--- src/rtl/prim_fifo_arb_ctrl.sv ---
// Shared-FIFO write arbiter and sequencer.
// Several requesters share one synchronous FIFO through a round-robin grant.
// The block adds a drain/discard flush sequencer and a registered fill-level
// watermark. Pointer, full/empty and depth bookkeeping lives in prim_fifo_sync_cnt.

// Pointer and occupancy counter for a Depth-entry FIFO.
module prim_fifo_sync_cnt #(
    parameter int Depth  = 4,
    parameter bit Secure = 1'b0,
    localparam int PtrW   = $clog2(Depth),
    localparam int DepthW = $clog2(Depth + 1)
) (
    input  logic              clk_i,
    input  logic              rst_ni,
    input  logic              clr_i,
    input  logic              incr_wptr_i,
    input  logic              incr_rptr_i,
    output logic [PtrW-1:0]   wptr_o,
    output logic [PtrW-1:0]   rptr_o,
    output logic              full_o,
    output logic              empty_o,
    output logic [DepthW-1:0] depth_o,
    output logic              err_o
);
    logic [PtrW-1:0]   wptr_q, rptr_q;
    logic [DepthW-1:0] depth_q;
    logic              dup_err;

    // Pointers wrap at Depth-1; occupancy tracks pushes minus pops.
    always_ff @(posedge clk_i or negedge rst_ni) begin
        if (!rst_ni) begin
            wptr_q  <= '0;
            rptr_q  <= '0;
            depth_q <= '0;
        end else if (clr_i) begin
            wptr_q  <= '0;
            rptr_q  <= '0;
            depth_q <= '0;
        end else begin
            if (incr_wptr_i) wptr_q <= (wptr_q == PtrW'(Depth - 1)) ? '0 : wptr_q + PtrW'(1);
            if (incr_rptr_i) rptr_q <= (rptr_q == PtrW'(Depth - 1)) ? '0 : rptr_q + PtrW'(1);
            depth_q <= depth_q + DepthW'(incr_wptr_i) - DepthW'(incr_rptr_i);
        end
    end

    if (Secure) begin : g_dup
        logic [DepthW-1:0] depth_dup_q;

        // Redundant occupancy copy; any divergence flags a fault.
        always_ff @(posedge clk_i or negedge rst_ni) begin
            if (!rst_ni)    depth_dup_q <= '0;
            else if (clr_i) depth_dup_q <= '0;
            else            depth_dup_q <= depth_dup_q + DepthW'(incr_wptr_i) - DepthW'(incr_rptr_i);
        end

        assign dup_err = (depth_dup_q != depth_q);
    end else begin : g_nodup
        assign dup_err = 1'b0;
    end

    assign wptr_o  = wptr_q;
    assign rptr_o  = rptr_q;
    assign depth_o = depth_q;
    assign full_o  = (depth_q == DepthW'(Depth));
    assign empty_o = (depth_q == '0);
    assign err_o   = (depth_q > DepthW'(Depth)) | dup_err;
endmodule

module prim_fifo_arb_ctrl #(
    parameter int NumReq = 4,
    parameter int Depth  = 4,
    parameter int Width  = 8,
    parameter bit Secure = 1'b0,
    localparam int IdxW   = $clog2(NumReq),
    localparam int DepthW = $clog2(Depth + 1)
) (
    input  logic                    clk_i,
    input  logic                    rst_ni,
    input  logic [NumReq-1:0]       req_i,
    input  logic [NumReq*Width-1:0] data_i,
    output logic [NumReq-1:0]       gnt_o,
    output logic                    rvalid_o,
    input  logic                    rready_i,
    output logic [Width-1:0]        rdata_o,
    output logic [IdxW-1:0]         rsrc_o,
    input  logic                    flush_i,
    input  logic                    flush_discard_i,
    output logic                    flush_busy_o,
    output logic                    flush_done_o,
    input  logic [DepthW-1:0]       wmark_i,
    output logic                    wmark_o,
    output logic [DepthW-1:0]       depth_o,
    output logic                    err_o
);
    localparam int PtrW = $clog2(Depth);

    typedef enum logic [1:0] {
        StIdle  = 2'd0,
        StDrain = 2'd1,
        StClear = 2'd2
    } state_e;

    state_e            state_q;
    logic [IdxW-1:0]   rr_q, gnt_idx, rr_nxt;
    logic [IdxW:0]     cand;
    logic              gnt_any, gnt_en, pop, clr;
    logic              full, empty, cnt_err, onehot_err;
    logic [PtrW-1:0]   wptr, rptr;
    logic [DepthW-1:0] cnt_depth;
    logic              flush_done_q, wmark_q;

    logic [Width-1:0]  mem_data [Depth];
    logic [IdxW-1:0]   mem_src  [Depth];

    prim_fifo_sync_cnt #(
        .Depth  (Depth),
        .Secure (Secure)
    ) u_cnt (
        .clk_i       (clk_i),
        .rst_ni      (rst_ni),
        .clr_i       (clr),
        .incr_wptr_i (gnt_any),
        .incr_rptr_i (pop),
        .wptr_o      (wptr),
        .rptr_o      (rptr),
        .full_o      (full),
        .empty_o     (empty),
        .depth_o     (cnt_depth),
        .err_o       (cnt_err)
    );

    assign gnt_en = (state_q == StIdle) && !full;
    assign clr    = (state_q == StClear);

    // Round-robin search starting at rr_q; first asserted request wins.
    always_comb begin
        // NOTE: every combinational output gets a default first so no path leaves it unassigned, which would infer a latch.
        gnt_any = 1'b0;
        gnt_idx = '0;
        cand    = '0;
        gnt_o   = '0;
        if (gnt_en) begin
            for (int i = 0; i < NumReq; i++) begin
                // NOTE: blocking assignments here model combinational evaluation order; clocked state below uses non-blocking.
                cand = {1'b0, rr_q} + (IdxW + 1)'(i);
                if (cand >= (IdxW + 1)'(NumReq)) cand = cand - (IdxW + 1)'(NumReq);
                if (!gnt_any && req_i[cand[IdxW-1:0]]) begin
                    gnt_any = 1'b1;
                    gnt_idx = cand[IdxW-1:0];
                end
            end
        end
        if (gnt_any) gnt_o[gnt_idx] = 1'b1;
    end

    assign rr_nxt = (gnt_idx == IdxW'(NumReq - 1)) ? '0 : gnt_idx + IdxW'(1);

    // Write the granted requester's data and index at the write pointer.
    // NOTE: the storage array is deliberately not reset; its contents are only read when the counter says the entry is valid.
    always_ff @(posedge clk_i) begin
        if (gnt_any) begin
            mem_data[wptr] <= data_i[gnt_idx*Width +: Width];
            mem_src[wptr]  <= gnt_idx;
        end
    end

    // Flush sequencer: Idle -> Drain (pop until empty) or straight to Clear.
    always_ff @(posedge clk_i or negedge rst_ni) begin
        if (!rst_ni) begin
            state_q      <= StIdle;
            flush_done_q <= 1'b0;
        end else begin
            flush_done_q <= (state_q == StClear);
            case (state_q)
                StIdle:  if (flush_i) state_q <= flush_discard_i ? StClear : StDrain;
                StDrain: if (empty) state_q <= StClear;
                StClear: state_q <= StIdle;
                default: state_q <= StIdle;
            endcase
        end
    end

    // Round-robin pointer advances past each winner and restarts on a clear.
    always_ff @(posedge clk_i or negedge rst_ni) begin
        if (!rst_ni)      rr_q <= '0;
        else if (clr)     rr_q <= '0;
        else if (gnt_any) rr_q <= rr_nxt;
    end

    // Watermark flag registered one cycle behind the occupancy.
    always_ff @(posedge clk_i or negedge rst_ni) begin
        if (!rst_ni) wmark_q <= 1'b0;
        else         wmark_q <= (cnt_depth >= wmark_i);
    end

    assign rvalid_o     = !empty && (state_q != StClear);
    assign pop          = rvalid_o && rready_i;
    assign rdata_o      = rvalid_o ? mem_data[rptr] : '0;
    assign rsrc_o       = rvalid_o ? mem_src[rptr] : '0;
    assign flush_busy_o = (state_q == StDrain) || (state_q == StClear);
    assign flush_done_o = flush_done_q;
    assign wmark_o      = wmark_q;
    assign depth_o      = cnt_depth;
    assign onehot_err   = Secure && gnt_any && |(gnt_o & (gnt_o - NumReq'(1)));
    assign err_o        = cnt_err | onehot_err;
endmodule
--- config.mk ---
export PLATFORM = sky130hd
export DESIGN_NAME = prim_fifo_arb_ctrl
export DESIGN_NICKNAME = d
export VERILOG_FILES = /design/src/rtl/prim_fifo_arb_ctrl.sv
export SDC_FILE = /design/constraint.sdc
export NUM_CORES = 1
export LEC_CHECK = 0
export CORE_UTILIZATION = 45
export CTS_BUF_LIST = sky130_fd_sc_hd__clkbuf_8
export DETAILED_ROUTE_END_ITERATION = 8
export HOLD_SLACK_MARGIN = 0.08
export PLACE_DENSITY = 0.84
export SLEW_MARGIN = 20
export SYNTH_ARGS = -nofsm -noshare
export SYNTH_HDL_FRONTEND = slang
export SYNTH_HIERARCHICAL = 1
export SYNTH_SLANG_ARGS = --single-unit
--- constraint.sdc ---
create_clock -name clk_i -period 5.1 [get_ports clk_i]
set_input_delay 1.02 -clock clk_i [delete_from_list [all_inputs] [get_ports clk_i]]
set_output_delay 1.02 -clock clk_i [all_outputs]
set_load 0.005 [all_outputs]
==> results by group <==
Critical path
  • Delay of the slowest critical-path stage: 0.58 ns
  • CP max FO: 5
  • Worst reg-to-reg path cell count: 11
  • Worst-path cell chain: clkdlybuf4s50_1, nor2b_4, a21oi_1, o21ai_1, and4_1, and2_1, clkdlybuf4s50_1
  • Worst reg2reg path startpoint: state_q[0]
  • Critical Path RT: 4.08 ns
  • CP endpoint kind: output pin
  • Worst path slowest cell: clkdlybuf4s50_1
  • Reg-to-reg setup timing slack: 2.16 ns
  • CP Launch Type: input pin
  • Crit Path Class: in -> out
  • Most frequent CP cell: clkdlybuf4s50_1
  • Crit path from: req_i[3]
  • Worst Path Arrival: 3.01 ns

Synthesis
  • Mapped Nets: 242
  • Sequential-to-total area share from yosys stat: 55.66%
  • Mapped Area: 2743 µm²
  • XOR/XNOR Fraction of Synth Area: 0.8212%
  • Main combinational cell family by area after synthesis: multiplexers
  • Seq cells post-synth: 53
  • Mux share of post-synthesis cell area: 17.70%
  • Syn_area_per_cell: 14.75 µm²
  • Yosys warns: 6
  • Post-Syn Instances: 186
  • Simple-gate share of the synthesized area: 11.04%
  • Main synth FF type: edfxtp_1
  • Ys async rst share: 24.53%
  • Post-synthesis compound-gate area fraction: 4.881%
  • Post-synth EDFFs: 40
  • Post-Synth Adder-Cell Area: 5.748%
  • Unique masters post-synth: 41

CTS
  • Post-CTS Setup Inserts: 0
  • CTS max path bufs: 2
  • Root Buffer: clkbuf_8
  • Sink Count: 53
  • Hold_buf cts: 0
  • TritonCTS clock tree: yes
  • Cts bufs inserted: 5
  • # resized after CTS: 0
  • Clock-pin slew on the worst setup and hold paths: 0.08 ns
  • Worst-skew pair later-pin latency: 0.31 ns
  • CTS H-tree lvls: 2

GRT
  • Met3 Resource Use GR: 3.750%
  • Global-route wire length before repair: 7.866 mm
  • GRT overflow: 0
  • Met1 usage: 21.98%
  • Tot GR Track Use: 16.86%
  • Initial antenna violation count: 0
  • GR Util met2: 27.52%
  • Vias in the first global route: 1626
  • Pin count of the biggest net entering global routing: 23
  • Grt peak-use layer: met2

Floorplanning
  • Chip Width: 80.07 µm
  • Die Ht: 80.07 µm
  • Core Box Area: 5886 µm²
  • FP Rows: 28
  • I/O pins: 66
  • Starting Density: 46.60%
  • Die area: 6411 µm²

Worst hold path
  • Worst hold path type: reg -> reg
  • Hold path depth: 1
  • HP Start: state_q[0]

Timing
  • Setup violations, final: 0
  • Relative slew slack: 36.23%
  • Post-route clock period utilization: 79.10%
  • Max-slew violations: 0
  • Least-Margin Pin Slew: 0.9531 ns
  • Fin Setup TNS: 0 ns
  • Fin crit period: 4.034 ns
  • Worst Skew: 0.01076 ns
  • Fmax: 247.9 MHz
  • Unrepaired setup endpoints after global routing: false
  • Final Hold Fails: 0

Run status
  • Outcome: complete, no violations

Final layout
  • Layout area overhead: 29.70%
  • Fill cells: 474
  • Fraction of layout cells with a size suffix above 1: 10.55%
  • Area taken by multi-input logic gates: 1102 µm²
  • Register area: 1526 µm²
  • Nets: 311
  • Diodes inserted: 0

Routing
  • DR vias: 1735
  • Routed len/inst: 14.96 µm
  • Routed Antenna Nets: 0
  • DR vias/cell: 5.242
  • Drt drc: 0
  • Initial DRC count: 150
  • Total wire length: 4.953 mm
  • TritonRoute pass-1 iters: 4

Run
  • Max-cap violations: 0

Pwr
  • Pwr per Cell Area: 557.9 nW/µm²
  • Leakage: 0.001334 µW
  • Final Power: 1984 µW
  • Worst vdd ir: 258.7 µV

Place
  • Dpl hpwl: 3.579 mm
  • Port Buffers: 65
  • RePlAce Congestion: 0.7330
routing by layer:
metal  share of wire [%]  wire length [µm]
met1                  44              2191
met2                  51              2542
met3                 3.2               160
met4                 1.2                59
met5                   0                 0
kinds of logic (layout without fill, tap and decap cells):
family                     count (synthesis)  in the layout
adders and majority gates                 12             12
buffers and inverters                     18             88
AOI/OAI and AO/OA                         17             17
DFF                                       53             53
and+or+nand+nor                           49             49
xor gates and xnor gates                   1              1
muxes                                     36             36
where the power goes:
part / switching (µW) / internal, µW
clock network: 134 / 145
logic: 418 / 532
registers: 95.2 / 660
stage by stage:
stage	std cells	hold WS [ns]	instance area (µm²)	setup slack (ns)	util, %
2_1_floorplan	186	0.4938	2743	2.122	-
3_3_place_gp	323	0.5154	3446	1.122	58.55
3_5_place_dp	323	0.5181	3446	1.071	58.55
4_1_cts	331	0.5376	3557	1.070	60.44
5_1_grt	331	0.5714	3557	0.9651	60.44
6_report	331	0.5310	3557	1.066	60.44
path summary, 6_finish.rpt:
kind | end
setup / recovery | gnt_o[3]
hold / removal | state_q[0]
setup reg to reg | u_cnt/depth_o[2]
hold reg to reg | state_q[0]
max in group asynchronous | u_cnt/depth_o[0]
min in group asynchronous | u_cnt/depth_o[2]
worst max-delay path: cells and delay by family:
kind	cells	cell delay [ns]
AO/OA/AOI/OAI	2	0.20
buffers and inverters	2	1.07
AND/OR/NAND/NOR	3	0.72
sequential cells by signal, indices dropped and copies added (netlist names):
| register | cells |
|---|---|
| flush_done_o | 1 |
| mem_data | 32 |
| mem_src | 8 |
| rr_q | 2 |
| state_q | 2 |
| u_cnt/depth_o | 3 |
| u_cnt/rptr_o | 2 |
| u_cnt/wptr_o | 2 |
| wmark_o | 1 |
cells in the mapped netlist, drive strengths merged, types with 2 or more instances:
master	number	area (µm²)
and2	13	81.33
edfxtp	40	1201
inv	12	50.05
buf	5	60.05
nor2b	4	32.53
ha	11	137.6
nor3b	2	15.01
nand2b	4	25.02
a21o	3	22.52
o21ai	3	15.01
nor2	11	41.29
or3b	2	17.52
nand2	2	7.510
mux2i	26	260.3
mux4	10	225.2
nor3	4	30.03
a21oi	5	28.78
and4	2	17.52
dfrtp	13	325.3
area by class of cell:
cell class	instances	share of cell area, %
multi-input combinational	115	30.99
clock inverter	3	1.196
timing repair buffer	68	18.92
inverter	12	1.407
tap	75	2.638
sequential	53	42.91
clock buffer	5	1.935
cell usage in the layout, fill, tap and decap left out, types with 2 or more instances in the layout:
master | Yosys | routed
a21o_1 | 3 | 3
a21oi_1 | 4 | 4
and2_1 | 13 | 13
and4_1 | 2 | 2
buf_4 | 0 | 3
clkbuf_8 | 0 | 5
clkdlybuf4s50_1 | 0 | 65
dfrtp_1 | 13 | 13
edfxtp_1 | 40 | 40
ha_1 | 11 | 11
inv_1 | 11 | 12
mux2i_1 | 26 | 26
mux4_2 | 10 | 10
nand2_1 | 2 | 2
nand2b_1 | 4 | 4
nor2_1 | 11 | 11
nor2b_1 | 3 | 3
nor3_1 | 2 | 2
nor3_2 | 2 | 2
nor3b_1 | 2 | 2
o21ai_0 | 2 | 2
or3b_1 | 2 | 2
No activity file was read; power rests on OpenSTA's default activity.
